$ cat config.mk
export PLATFORM = sky130hd
export DESIGN_NAME = aud_recorder
export DESIGN_NICKNAME = d
export VERILOG_FILES = /design/src/rtl/aud_pkg.sv /design/src/rtl/aud_recorder_i2s_shift_rx.sv /design/src/rtl/aud_recorder.sv
export SDC_FILE = /design/constraint.sdc
export NUM_CORES = 1
export LEC_CHECK = 0
export ABC_AREA = 1
export CORE_ASPECT_RATIO = 0.5
export CORE_UTILIZATION = 35
export CTS_BUF_LIST = sky130_fd_sc_hd__clkbuf_8
export DETAILED_ROUTE_END_ITERATION = 8
export GPL_ROUTABILITY_DRIVEN = 0
export PLACE_DENSITY_LB_ADDON = 0.12
export SLEW_MARGIN = 10
export SYNTH_ARGS = -nofsm -noshare
export SYNTH_HDL_FRONTEND = slang
export SYNTH_HIERARCHICAL = 1
export SYNTH_SLANG_ARGS = --single-unit
export TNS_END_PERCENT = 100
$ cat constraint.sdc
create_clock -name i_clk -period 4.26 [get_ports i_clk]
set_input_delay 0.426 -clock i_clk [delete_from_list [all_inputs] [get_ports i_clk]]
set_output_delay 0.426 -clock i_clk [all_outputs]
set_load 0.02 [all_outputs]
$ cat src/rtl/aud_pkg.sv
// Shared types and constants for the audio recorder slice.
// Optional build macro: AUD_REC_MONO_MIX_EN (mono mix of left and right channels).
package aud_pkg;

  // Recorder control states
  typedef enum logic [2:0] {
    S_IDLE   = 3'd0,
    S_ARMED  = 3'd1,
    S_DELAY  = 3'd2,
    S_SHIFT  = 3'd3,
    S_WRITE  = 3'd4,
    S_PAUSED = 3'd5
  } state_t;

  // Default sample and SRAM word-address widths
  localparam int AUD_DATA_W = 16;
  localparam int AUD_ADDR_W = 20;

  // ADCLRCK level that marks the left channel slot
  localparam logic LRC_LEFT = 1'b0;

endpackage

$ cat src/rtl/aud_recorder_i2s_shift_rx.sv
// I2S serial-to-parallel receiver: shifts DATA_W bits MSB first while enabled
// and raises a one-cycle done pulse on the cycle after the last bit lands.
// The bit counter restarts whenever i_clr is held, so one instance can be
// reused for consecutive channel slots.
module i2s_shift_rx
  import aud_pkg::*;
#(
  parameter int DATA_W = AUD_DATA_W
) (
  input  logic              i_clk,
  input  logic              i_rst_n,
  input  logic              i_en,
  input  logic              i_clr,
  input  logic              i_dat,
  output logic [DATA_W-1:0] o_data,
  output logic              o_done
);

  localparam int CNT_W = (DATA_W > 2) ? $clog2(DATA_W) : 1;
  localparam logic [CNT_W-1:0] CNT_LAST = CNT_W'(DATA_W - 1);
  localparam logic [CNT_W-1:0] CNT_ONE  = CNT_W'(1);

  logic [DATA_W-1:0] shift;
  logic [CNT_W-1:0]  cnt;

  // Shift register, bit counter and done pulse
  always_ff @(posedge i_clk or negedge i_rst_n) begin
    if (!i_rst_n) begin
      shift  <= '0;
      cnt    <= '0;
      o_done <= 1'b0;
    end else begin
      o_done <= 1'b0;
      if (i_clr) begin
        cnt <= '0;
      end else if (i_en) begin
        shift <= {shift[DATA_W-2:0], i_dat};
        if (cnt == CNT_LAST) begin
          cnt    <= '0;
          o_done <= 1'b1;
        end else begin
          cnt <= cnt + CNT_ONE;
        end
      end
    end
  end

  assign o_data = shift;

endmodule

$ cat src/rtl/aud_recorder.sv
// Audio recorder: captures I2S ADC samples on the codec BCLK and emits one
// word per LRC frame to the SRAM writer with an incrementing address.
// Optional build macro: AUD_REC_MONO_MIX_EN -- when defined, the left and
// right slots are both captured and their signed average is written;
// otherwise only the left slot is recorded.
module aud_recorder
  import aud_pkg::*;
#(
  parameter int                DATA_W   = AUD_DATA_W,
  parameter int                ADDR_W   = AUD_ADDR_W,
  parameter logic [ADDR_W-1:0] MAX_ADDR = {ADDR_W{1'b1}}
) (
  input  logic              i_clk,
  input  logic              i_rst_n,
  input  logic              i_init_done,
  input  logic              i_start,
  input  logic              i_pause,
  input  logic              i_stop,
  input  logic              i_lrc,
  input  logic              i_dat,
  output logic              o_valid,
  output logic [DATA_W-1:0] o_data,
  output logic [ADDR_W-1:0] o_address,
  output logic [ADDR_W-1:0] o_end_addr,
  output logic              o_recording,
  output logic              o_paused,
  output logic              o_full
);

  localparam logic [ADDR_W-1:0] ADDR_ONE = ADDR_W'(1);

  state_t            state;
  logic              init_seen;
  logic              lrc_d;
  logic              pause_pending;
  logic              right_phase;
  logic [ADDR_W-1:0] address;

  logic              init_ok;
  logic              lrc_fall;
  logic              lrc_rise;
  logic              slot_edge;
  logic              shift_en;
  logic              shift_clr;
  logic              shift_done;
  logic [DATA_W-1:0] shift_data;
  logic [DATA_W-1:0] sample;

  // A start in the same cycle as the init pulse is already allowed
  assign init_ok   = init_seen | i_init_done;
  // Slot boundaries: falling LRC opens the left slot, rising opens the right
  assign lrc_fall  = (lrc_d != LRC_LEFT) && (i_lrc == LRC_LEFT);
  assign lrc_rise  = (lrc_d == LRC_LEFT) && (i_lrc != LRC_LEFT);
  assign slot_edge = right_phase ? lrc_rise : lrc_fall;
  // The receiver only runs in SHIFT and stops as soon as it reports done
  assign shift_en  = (state == S_SHIFT) && !shift_done;
  assign shift_clr = (state != S_SHIFT);

`ifdef AUD_REC_MONO_MIX_EN
  logic [DATA_W-1:0] left_sample;
  logic [DATA_W:0]   mix_sum;

  // Sign-extended sum; dropping the LSB is an arithmetic shift right by one
  assign mix_sum = {left_sample[DATA_W-1], left_sample} + {shift_data[DATA_W-1], shift_data};
  assign sample  = mix_sum[DATA_W:1];
`else
  assign sample  = shift_data;
`endif

  i2s_shift_rx #(
    .DATA_W (DATA_W)
  ) u_shift_rx (
    .i_clk   (i_clk),
    .i_rst_n (i_rst_n),
    .i_en    (shift_en),
    .i_clr   (shift_clr),
    .i_dat   (i_dat),
    .o_data  (shift_data),
    .o_done  (shift_done)
  );

  // Recorder FSM with registered write strobe, data, address and status flags
  always_ff @(posedge i_clk or negedge i_rst_n) begin
    if (!i_rst_n) begin
      state         <= S_IDLE;
      init_seen     <= 1'b0;
      lrc_d         <= 1'b0;
      pause_pending <= 1'b0;
      right_phase   <= 1'b0;
      address       <= '0;
      o_valid       <= 1'b0;
      o_data        <= '0;
      o_address     <= '0;
      o_end_addr    <= '0;
      o_recording   <= 1'b0;
      o_paused      <= 1'b0;
      o_full        <= 1'b0;
`ifdef AUD_REC_MONO_MIX_EN
      left_sample   <= '0;
`endif
    end else begin
      o_valid <= 1'b0;
      lrc_d   <= i_lrc;
      if (i_init_done) begin
        init_seen <= 1'b1;
      end

      // A strobe already issued in WRITE is committed whatever happens next
      if (state == S_WRITE) begin
        address    <= address + ADDR_ONE;
        o_end_addr <= o_end_addr + ADDR_ONE;
        if (address == MAX_ADDR) begin
          o_full <= 1'b1;
        end
      end

      if (i_stop) begin
        state         <= S_IDLE;
        o_recording   <= 1'b0;
        o_paused      <= 1'b0;
        pause_pending <= 1'b0;
        right_phase   <= 1'b0;
      end else begin
        case (state)
          S_IDLE: begin
            if (i_start && !i_pause && init_ok) begin
              address     <= '0;
              o_end_addr  <= '0;
              o_full      <= 1'b0;
              state       <= S_ARMED;
              o_recording <= 1'b1;
            end
          end

          S_ARMED: begin
            if (i_pause && !right_phase) begin
              state       <= S_PAUSED;
              o_recording <= 1'b0;
              o_paused    <= 1'b1;
            end else begin
              // Waiting for the right slot means a sample is half done
              if (i_pause) begin
                pause_pending <= 1'b1;
              end
              if (slot_edge) begin
                state <= S_DELAY;
              end
            end
          end

          S_DELAY: begin
            if (i_pause && !right_phase) begin
              state       <= S_PAUSED;
              o_recording <= 1'b0;
              o_paused    <= 1'b1;
            end else begin
              if (i_pause) begin
                pause_pending <= 1'b1;
              end
              state <= S_SHIFT;
            end
          end

          S_SHIFT: begin
            if (i_pause) begin
              pause_pending <= 1'b1;
            end
            if (shift_done) begin
`ifdef AUD_REC_MONO_MIX_EN
              if (!right_phase) begin
                left_sample <= shift_data;
                right_phase <= 1'b1;
                state       <= S_ARMED;
              end else begin
                right_phase <= 1'b0;
                o_valid     <= 1'b1;
                o_data      <= sample;
                o_address   <= address;
                state       <= S_WRITE;
              end
`else
              o_valid   <= 1'b1;
              o_data    <= sample;
              o_address <= address;
              state     <= S_WRITE;
`endif
            end
          end

          S_WRITE: begin
            if (address == MAX_ADDR) begin
              state         <= S_IDLE;
              o_recording   <= 1'b0;
              pause_pending <= 1'b0;
            end else if (pause_pending || i_pause) begin
              state         <= S_PAUSED;
              o_recording   <= 1'b0;
              o_paused      <= 1'b1;
              pause_pending <= 1'b0;
            end else begin
              state <= S_ARMED;
            end
          end

          S_PAUSED: begin
            if (i_start && !i_pause) begin
              state       <= S_ARMED;
              o_recording <= 1'b1;
              o_paused    <= 1'b0;
            end
          end

          default: begin
            state       <= S_IDLE;
            o_recording <= 1'b0;
            o_paused    <= 1'b0;
          end
        endcase
      end
    end
  end

endmodule
==> metrics.txt <==
Synth Flop Type dfrtp_1; GRT Total Usage 0.1661; EDFF count, synth 0; hold depth 2; critical path data arrival time 2430 ps; post-layout instance area 0.006033 mm2; Net Switching 689.3 uW; max_cap viols 0; post-route ant nets 0; worst hold slack 457.2 ps; Setup TNS 0 ps; Placed Area 0.005804 mm2; first-pass GRT wire length 19240 um; Int Power 1.491 mW; Mapped Area 0.004981 mm2; Layout fillers 1422; Least-Margin Pin Slew 801.3 ps; Critical R2R Launch state[1]$_DFFE_PN0P_; pin count of the biggest net entering global routing 50; H-tree depth 3; startpoint types flop; Die ar. 0.01474 mm2; clock buffer count from CTS 9; CP delay by family, top simple AND/OR/NAND/NOR gates; Cell Rows 30; initial antenna violation count 0; endpoints failing setup 0; slew margin rel. 0.4650; Max Clk Rate 456.5 MHz; Yosys cell types 35; RSZ-0062 raised after global routing false; sequential share of power 0.524; Setup crit end kind flop; area grow syn2layout 21.13%; Worst-path clk slew 110 ps; worst skew pair latency 390 ps; CTS root buf clkbuf_8; reg2reg end o_address[8]$_DFFE_PN0P_; Resized Gates After CTS 0; Vias/cell 4.634; Critical Path RT 4500 ps; post-place setup slack 1680 ps; Yosys top cell area share 0.5376; Die X 170.7 um; status finished, final reports clean; R2R Setup Slk 2070 ps; Detailed Place HPWL 7650 um; fraction of registers with async set/reset 1.000; drt drc 0; min-delay src init_seen$_DFFE_PN0P_; Tmin final 2191 ps; Crit Path Category reg2reg; clock skew 14.70 ps; Comb pwr share 0.162; # hold bufs at CTS 1; final worst-path cycle share 0.5143; port bufs 67; Cells after Synth 605; grt total ovfl 0; crit-path max FO 49; clock share of power 0.314; Initial DRC Count 205; synth top area cells dfrtp_1 (54%), nand2_1 (16%), nor2_1 (4.4%); Max VDD drop 151.4 uV; Core Util, Final 0.4404; leading cell type in the layout, fill and taps excluded nand2_1; Synth warnings 6; worst-path cell with the longest stage delay dfrtp_1; Seq cells post-synth 107; worst hold endpoint init_seen$_DFFE_PN0P_; Ant. Diodes 0; Max Slew Vio Count 0; Syn Area/Cell 8.233 um2; die height 86.36 um; DR WL/cell 12.95 um; CTS tree built; Core Box Area 0.01370 mm2; Detailed Route WL 11240 um; proportion of layout cells with a drive suffix above 1 0.08136; Net Sw Frac 0.3161; via count 4022; Final Hold Vio Count 0; area leader, netlist dfrtp_1; Bufs and invs on worst path 1; pwr dens 361.4 mW/mm2; Hold Path Class reg2reg; r2r worst-path depth 7; initial core utilization 0.3636; I/O pins 68; vias in the first global route 3890; 1st-pass router iterations 4; P_leak 2.833 nW; CTS sink count 107; crit-path max cell delay 510 ps; setup repair bufs after CTS 0; sequential area share after synthesis 0.5376; final setup margin 2069 ps; Bufs on Longest Clock Path 2; fin nets 682; crit-path cells nand2_2, nor2_4, nand2_2, nor2_4, inv_2, nand2_1, o21ai_0; Synth Net Count 616; commonest cells after routing, fill and taps aside nand2_1 (206), dfrtp_1 (107), clkdlybuf4s50_1 (66), nor2_1 (58), inv_1 (53)
## power groups by stage
stage / Clock (mW) / Combinational, mW / Sequential [mW]
6_report: 0.685 / 0.353 / 1.14
3_5_place_dp: 0 / 0.354 / 1.16
3_3_place_gp: 0 / 0.351 / 1.16
2_1_floorplan: 0 / 0.202 / 1.17
5_1_grt: 0.747 / 0.399 / 1.16
4_1_cts: 0.712 / 0.356 / 1.14
## state kept, by name, indices dropped and copies added, names as in the netlist, 3 cells and up
name	flops
address	20
o_address	20
o_end_addr	20
o_data	16
u_shift_rx/o_data	16
u_shift_rx/cnt	4
state	3
## cells in the mapped netlist (5+ instances only)
cell type  number
inv_1          53
buf_2          10
nand2_1       206
dfrtp_1       107
nand2_2        14
a21oi_1        20
nor2_4          6
nor2_1         58
nand3_1        24
o21ai_0        29
inv_2           5
xor2_1          7
nand4_1        10
nor3_1         11
o21ai_1        11
## cell families after synthesis
kind of cell             count (synthesis)  synth area share
AO/OA/AOI/OAI                           69           0.07385
XOR/XNOR                                 9           0.01583
adder cells (fa/ha/maj)                  3          0.007537
buffers and inverters                   76           0.06807
flip-flops                             107            0.5376
AND/OR/NAND/NOR                        341            0.2972
## per-stage QoR
step	total power, mW	cells
5_1_grt	2.301	868
6_report	2.180	868
3_5_place_dp	1.515	851
2_1_floorplan	1.371	605
3_3_place_gp	1.513	851
4_1_cts	2.211	868
## cell type report
| type | count | area [um2] | area share |
|---|---|---|---|
| clock buffers | 9 | 123.9 | 0.02053 |
| clock inverters | 7 | 95.09 | 0.01576 |
| inverters | 59 | 224.0 | 0.03712 |
| multi-input cells | 422 | 1964 | 0.3256 |
| flip-flops and latches | 107 | 2678 | 0.4438 |
| well taps | 192 | 240.2 | 0.03982 |
| repair buffers | 72 | 708.2 | 0.1174 |
## how the worst max path moves through the flow
stage | startpoint | slack (ps) | depth (start not counted) | to
global route | state[1]$_DFFE_PN0P_ | 1820 | 7 | o_address[5]$_DFFE_PN0P_
global placement | i_stop | 1730 | 7 | o_address[6]$_DFFE_PN0P_
floorplan | o_end_addr[4]$_DFF_PN0_ | 2720 | 9 | o_end_addr[19]$_DFF_PN0_
CTS | state[1]$_DFFE_PN0P_ | 2030 | 7 | o_address[8]$_DFFE_PN0P_
detailed placement | i_stop | 1680 | 7 | o_address[8]$_DFFE_PN0P_
finish | state[1]$_DFFE_PN0P_ | 2070 | 7 | o_address[8]$_DFFE_PN0P_
## worst min-delay path, cell delays in order, from the launching register on
cell and delay [ps]:
dfrtp_1 340, inv_1 40, nand2_1 50
## routing by layer
layer | GRT usage | wire length [um]
met1 | 0.2286 | 5749
met2 | 0.2631 | 4899
met3 | 0.04064 | 493
met4 | 0.04259 | 99
met5 | 0 | 0
Power figures use the tool's default switching activity.
